## src/rtl/res_sel_arb.sv

```systemverilog
// Result-select arbiter: picks one of NCH channel results (direct select or
// round-robin) into a single registered output stage with valid/ready flow control.
module res_sel_arb #(
  parameter int WIDTH = 16,
  parameter int NCH   = 4,
  parameter int SELW  = 2
) (
  input  logic                 clk,
  input  logic                 reset_n,
  input  logic [NCH*WIDTH-1:0] in_data,
  input  logic [NCH-1:0]       in_ov,
  input  logic [NCH-1:0]       in_valid,
  output logic [NCH-1:0]       in_ready,
  input  logic                 mode,
  input  logic [SELW-1:0]      sel,
  output logic [WIDTH-1:0]     out_data,
  output logic                 out_ov,
  output logic [SELW-1:0]      out_ch,
  output logic                 out_valid,
  input  logic                 out_ready,
  output logic                 ov_sticky,
  input  logic                 ov_clr
);

  typedef enum logic {
    ST_EMPTY = 1'b0,
    ST_FULL  = 1'b1
  } state_t;

  state_t           r_state;
  logic [WIDTH-1:0] r_data;
  logic             r_ov;
  logic [SELW-1:0]  r_ch;
  logic [SELW-1:0]  r_last;
  logic             r_sticky;

  logic             w_grant_vld;
  logic [SELW-1:0]  w_grant;
  logic             w_can_load;
  logic             w_xfer;
  logic [WIDTH-1:0] w_gdata;
  logic             w_gov;

  // Round-robin scans offsets from NCH down to 1 so the smallest offset
  // (closest channel after r_last) is the last assignment and wins.
  always_comb begin : p_grant
    int unsigned idx;
    idx         = 0;
    w_grant_vld = 1'b0;
    w_grant     = '0;
    if (!mode) begin
      for (int unsigned k = 0; k < NCH; k++) begin
        if (sel == SELW'(k) && in_valid[k]) begin
          w_grant_vld = 1'b1;
          w_grant     = SELW'(k);
        end
      end
    end else begin
      for (int unsigned off = NCH; off >= 1; off--) begin
        idx = (32'(r_last) + off) % NCH;
        if (in_valid[SELW'(idx)]) begin
          w_grant_vld = 1'b1;
          w_grant     = SELW'(idx);
        end
      end
    end
  end

  always_comb begin : p_mux
    w_gdata = '0;
    w_gov   = 1'b0;
    for (int unsigned k = 0; k < NCH; k++) begin
      if (w_grant == SELW'(k)) begin
        w_gdata = in_data[k*WIDTH +: WIDTH];
        w_gov   = in_ov[k];
      end
    end
  end

  assign w_can_load = reset_n & ((r_state == ST_EMPTY) | out_ready);
  assign w_xfer     = w_grant_vld & w_can_load;

  always_comb begin : p_ready
    in_ready = '0;
    for (int unsigned k = 0; k < NCH; k++) begin
      if (w_xfer && w_grant == SELW'(k)) in_ready[k] = 1'b1;
    end
  end

  always_ff @(posedge clk or negedge reset_n) begin
    if (!reset_n) begin
      r_state  <= ST_EMPTY;
      r_data   <= '0;
      r_ov     <= 1'b0;
      r_ch     <= '0;
      r_last   <= SELW'(NCH - 1);
      r_sticky <= 1'b0;
    end else begin
      if (w_xfer) begin
        r_state <= ST_FULL;
        r_data  <= w_gdata;
        r_ov    <= w_gov;
        r_ch    <= w_grant;
        r_last  <= w_grant;
      end else if (r_state == ST_FULL && out_ready) begin
        r_state <= ST_EMPTY;
      end
      if (w_xfer && w_gov) r_sticky <= 1'b1;
      else if (ov_clr)     r_sticky <= 1'b0;
    end
  end

  assign out_data  = r_data;
  assign out_ov    = r_ov;
  assign out_ch    = r_ch;
  assign out_valid = (r_state == ST_FULL);
  assign ov_sticky = r_sticky;

endmodule

```

## config.mk

```make
export PLATFORM = sky130hd
export DESIGN_NAME = res_sel_arb
export DESIGN_NICKNAME = d
export VERILOG_FILES = /design/src/rtl/res_sel_arb.sv
export SDC_FILE = /design/constraint.sdc
export NUM_CORES = 1
export LEC_CHECK = 0
export BUFFER_PORTS_ARGS = -buffer_cell sky130_fd_sc_hd__buf_2
export CORE_AREA = 2 2 62 64
export CTS_CLUSTER_DIAMETER = 120
export DETAILED_ROUTE_END_ITERATION = 10
export DIE_AREA = 0 0 64 66
export PLACE_DENSITY_LB_ADDON = 0.3
export SLEW_MARGIN = 20
export SYNTH_ARGS = -nofsm -noshare
export SYNTH_HDL_FRONTEND = slang
export SYNTH_SLANG_ARGS = --single-unit
```

## constraint.sdc

```tcl
create_clock -name clk -period 3.4 [get_ports clk]
set_input_delay 0.34 -clock clk [delete_from_list [all_inputs] [get_ports clk]]
set_output_delay 0.34 -clock clk [all_outputs]
set_load 0.1 [all_outputs]
```

== Word-level counts from Yosys, hierarchy flattened ==
Index checks and enable logic that the tools add are counted.
Cells by class
  equality and inequality tests: 6
  bitwise gates (word level): 4
  reductions and logical operators: 14
  $lt $le $gt $ge: 4
  add/subtract/negate cells: 4
  mux-type cells: 41
Operator list (count)
  $mux 16: 4
  $mux 1: 26
  $mux 2: 7
  $lt 2x3->1 const B: 4
  $logic_and 1x1->1: 10
  $bmux 1 s2: 4
  $eq 2x2->1 const B: 4
  $add 2x1->2 const B: 2
  $add 2x2->2 const B: 2
  $eq 2x1->1 const B: 2
  $logic_not 2->1: 2
  $reduce_bool 2->1: 2
  $and 1x1->1: 2
  $not 1->1: 1
  $or 1x1->1: 1
Storage, ports and cells
  output and inout bits: 25
  input port bits: 79
  bits in registers: 23
  word-level logic and storage cells: 79

== Longest topological paths before layout ==
  depth after elaboration: 15
  mapped depth: 7

== Worst setup path before layout ==
OpenSTA, ideal clock, no wires.
  path kind: register to output
  start point: register r_state (netlist: out_valid)
  end point: output port in_ready[0]
  buffers on the path: 2
  setup slack: -572 ps
  cell stages (with the launch flop): 7
  arrival: 3632 ps
  path through: dfrtp_1 -> nand2b_1 -> nand2_1 -> a211o_1 -> buf_4 -> clkbuf_1 -> nor3_1
On the way
  cells in the longest elaborated chain, start to end: 6
RTL lines
  start, declared: RTL line 30  | state_t r_state;
  start signal, assigned: RTL line 92  | r_state <= ST_EMPTY;
  start signal, assigned: RTL line 100  | r_state <= ST_FULL;
  start signal, assigned: RTL line 106  | r_state <= ST_EMPTY;
  $not 1->1: RTL line 80  | assign w_can_load = reset_n & ((r_state == ST_EMPTY) | out_ready);
  $or 1x1->1: RTL line 80
  $and 1x1->1: RTL line 80
  $and 1x1->1: RTL line 81  | assign w_xfer = w_grant_vld & w_can_load;
  $logic_and 1x1->1: RTL line 86  | if (w_xfer && w_grant == SELW'(k)) in_ready[k] = 1'b1;
  $mux 1: RTL line 86
  end, declared: RTL line 13  | output logic [NCH-1:0] in_ready,
Every way passes these cells.

== Worst setup path in the final report ==
  start point: register r_last[1]
  end point: output port in_ready[0]
On the way
  cells in the longest elaborated chain, start to end: 11
RTL lines
  start, declared: RTL line 34  | logic [SELW-1:0] r_last;
  start signal, assigned: RTL line 96  | r_last <= SELW'(NCH - 1);
  start signal, assigned: RTL line 104  | r_last <= w_grant;
  $add 2x1->2: RTL line 60  | idx = (32'(r_last) + off) % NCH;
  $bmux 1 s2: RTL line 61  | if (in_valid[SELW'(idx)]) begin
  $mux 1 (implied by the code): RTL line 61
  $mux 1 / $mux 2 (equally long branches) (4 in a row): RTL line 61
  $mux 1 / $mux 2 (equally long branches): RTL line 51  | if (!mode) begin
  $and 1x1->1 / $logic_not 2->1 (equally long branches): RTL line 81, 86
  $logic_and 1x1->1 *: RTL line 86
  $mux 1 *: RTL line 86
Every way passes the cells marked *; elsewhere a longest branch is shown, timed or not. The select of a mux whose other input is x is not followed.

==> run_results.csv <==
group,metric,value,unit
synthesis,yosys_warnings,0,
global_route,antenna_found_initial,0,
synthesis,synth_xor_area_frac,0,
layout,nFillCells,348,
timing,finalClockSkew,0.00176,ns
floorplanning,dieArea,4220,sq um
detailed_routing,vias,1497,
place,pre_cts_slack,1.08,ns
setup_path,cp_num_buf_inv,1,
global_route,grt_pass1_vias,1400,
clock_network,ctsResizeCount,0,
clock_network,holdBufCountCts,0,
detailed_routing,first_iter_violations,101,
synthesis,ys_seq_area_frac,0.387,
place,place.port_buffers,103,
layout,final_util,0.578,
global_route,track_usage,0.188,
timing,setup_violations,0,
power_and_ir_drop,max-vdd-ir-drop,0.000406,V
floorplanning,rows,22,
setup_path,reg2reg_from,"r_last[1]$_DFFE_PN1P_",
clock_network,cts_max_level,1,
synthesis,synth_fa_ha_area_frac,0,
setup_path,worstSetupPathType,"reg2out",
timing,min_period,2.67,ns
timing,hold_violations,0,
flow_run,maxCapViolCount,0,
clock_network,clk_pin_slew,0.13,ns
detailed_routing,route.detailed.drc,0,
setup_path,cp_top_family,"flip-flops",
timing,maxSlewHeadroom,0.639,
clock_network,cts_buffers,3,
synthesis,syn_area,1490,sq um
global_route,grt_pass1_wl,6240,microns
power_and_ir_drop,leakagePower,0.00112,uW
setup_path,cp_slowest_stage_delay,0.61,ns
floorplanning,die_h,66,microns
timing,layout_setup_ws,0.729,ns
synthesis,muxShareOfSynthArea,0.257,
place,placed_cell_area,2020,sq um
layout,antenna_cells,0,
setup_path,cp-start-kind,"register",
place,gp_congestion,0.731,
clock_network,post_cts_buffers,0,
synthesis,synth-seq-cells,23,
floorplanning,initial_core_util,0.420,
detailed_routing,vias_per_cell,5.09,
setup_path,critPathLaunch,"r_last[1]$_DFFE_PN1P_",
timing,tightest_slew,0.541,ns
setup_path,arrival,2.33,ns
floorplanning,ios,104,
setup_path,cp_cell_sequence,"mux2i_1 -> o221ai_1 -> a21oi_1 -> nor2_1 -> nor3_1 -> buf_2",
detailed_routing,wl_per_cell,13.4,microns
clock_network,cts_root_buffer,"clkbuf_4",
setup_path,crit_path_max_fanout,7,
detailed_routing,wl,3940,microns
detailed_routing,antenna_left,0,
clock_network,clockBufferDepth,2,
synthesis,synthSimpleGateAreaFrac,0.122,
synthesis,synthesis.nets,225,
setup_path,cp_slowest_cell,"dfstp_2",
floorplanning,die_x,64,microns
synthesis,synth.distinct_cells,27,
clock_network,insertion_delay,0.31,ns
run_status,status,"finished, final reports clean",
layout,area_growth,37.4,%
place,dp_hpwl,3070,microns
timing,min_period_over_period,0.785,
setup_path,cp-end-kind,"output pin",
floorplanning,core,3550,sq um
synthesis,syn_area_per_cell,10.2,sq um
synthesis,syn_inst,146,
global_route,overflow,0,
layout,design_area,2050,sq um
hold_path,min_path_type,"in2async",
synthesis,synth_top_family_by_area,"multiplexers",
clock_network,cts_tree,"yes",
timing,holdWs,0.00601,ns
clock_network,cts.sink_count,23,
power_and_ir_drop,power_density,694,nW/um^2
detailed_routing,dr.pass1.iters,5,
setup_path,crit_required,3.06,ns
timing,max_freq,0.374,GHz
layout,layout-drive-gt1-share,0.484,
global_route,grt_max_degree,35,
timing,drv_slew,0,
layout,fin_nets,326,
timing,fin_tns_setup,0,ns
synthesis,synth_compound_area_frac,0.183,
timing,rsz0062_at_grt,"no",
==> cell usage after synthesis <==
cell type,instances,share of area
mux4_2,1,0.015
nor3_1,5,0.017
mux2_2,1,0.0075
clkbuf_1,2,0.0050
o21bai_4,1,0.013
and2_0,1,0.0042
nand2_1,24,0.060
a21o_1,2,0.010
o21bai_1,1,0.0050
dfstp_2,2,0.035
nand2b_1,3,0.013
buf_2,4,0.013
a211o_1,1,0.0059
buf_6,3,0.023
or3_4,1,0.0075
buf_4,1,0.0050
nor2_1,3,0.0075
o221ai_1,19,0.11
o21ai_0,4,0.013
o21a_1,1,0.0050
nor2b_1,1,0.0042
or2_2,2,0.0084
inv_1,2,0.0050
a22o_1,1,0.0059
mux2i_1,35,0.23
a21oi_1,4,0.013
dfrtp_1,21,0.35
==> layer usage <==
layer / share of wire / routed length, microns / track usage
met4: 0.019 / 76 / 0.0652
met5: 0 / 0 / 0
met2: 0.50 / 1970 / 0.340
met1: 0.42 / 1660 / 0.224
met3: 0.059 / 233 / 0.0324
==> sequential cells by signal, summed over array words and instances (netlist names) <==
signal and count:
out_data 16, r_last 2, out_ov 1, out_ch 2, out_valid 1, ov_sticky 1
==> layout by cell type, fill, tap and decap left out, types with 2 or more instances in the layout <==
cell type    n
a21o_1       2
a21oi_1      4
buf_2      103
buf_4        3
clkbuf_4     3
dfrtp_1     21
dfstp_2      2
inv_1        2
mux2i_1     35
nand2_1     24
nand2b_1     3
nor2_1       3
nor3_1       5
o21ai_0      4
o221ai_1    19
or2_2        2
==> final timing paths <==
path	endpoint	slack (ns)	cells past startpoint
min in group clk	out_valid$_DFFE_PN0P_	0.31	3
min reg2reg	out_data[5]$_DFFE_PN0P_	0.50	2
max reg2reg	out_ov$_DFFE_PN0P_	1.25	6
max in group asynchronous	r_last[1]$_DFFE_PN1P_	3.12	2
max	in_ready[0]	0.73	6
min	out_data[13]$_DFFE_PN0P_	0.006	2
==> kinds of logic after synthesis <==
logic type | count (synthesis)
AND/OR/NAND/NOR | 40
multiplexers | 37
flip-flops | 23
AO/OA/AOI/OAI | 34
buffers and inverters | 12
==> stage by stage <==
step / power [uW] / cells
floorplan: 1130 / 146
global placement: 1300 / 290
detailed placement: 1300 / 290
CTS: 1430 / 294
global route: 1480 / 294
finish: 1420 / 294
==> layout make-up <==
type | count | area [sq um] | area share
timing repair buffer | 106 | 538 | 0.262
clock inverter | 1 | 5.00 | 0.00244
inverter | 2 | 7.51 | 0.00366
tap | 48 | 60.1 | 0.0293
multi-input combinational | 111 | 840 | 0.409
clock buffer | 3 | 22.5 | 0.0110
sequential | 23 | 578 | 0.282
==> worst reg2reg max path: stages, from the launching register on <==
cell and delay, ns:
dfstp_2 0.61, a21oi_1 0.07, o21ai_0 0.21, o21a_2 0.18, buf_4 0.47, mux2i_1 0.34, o221ai_1 0.16
==> report_power, final <==
group,internal [uW],leakage (uW),switching [uW],total [uW]
Combinational,189,0.000821,711,900
Clock,44.0,0.0000177,83.9,128
Sequential,352,0.000281,43.4,395
Total,584,0.00112,838,1420
Power figures use the tool's default switching activity.
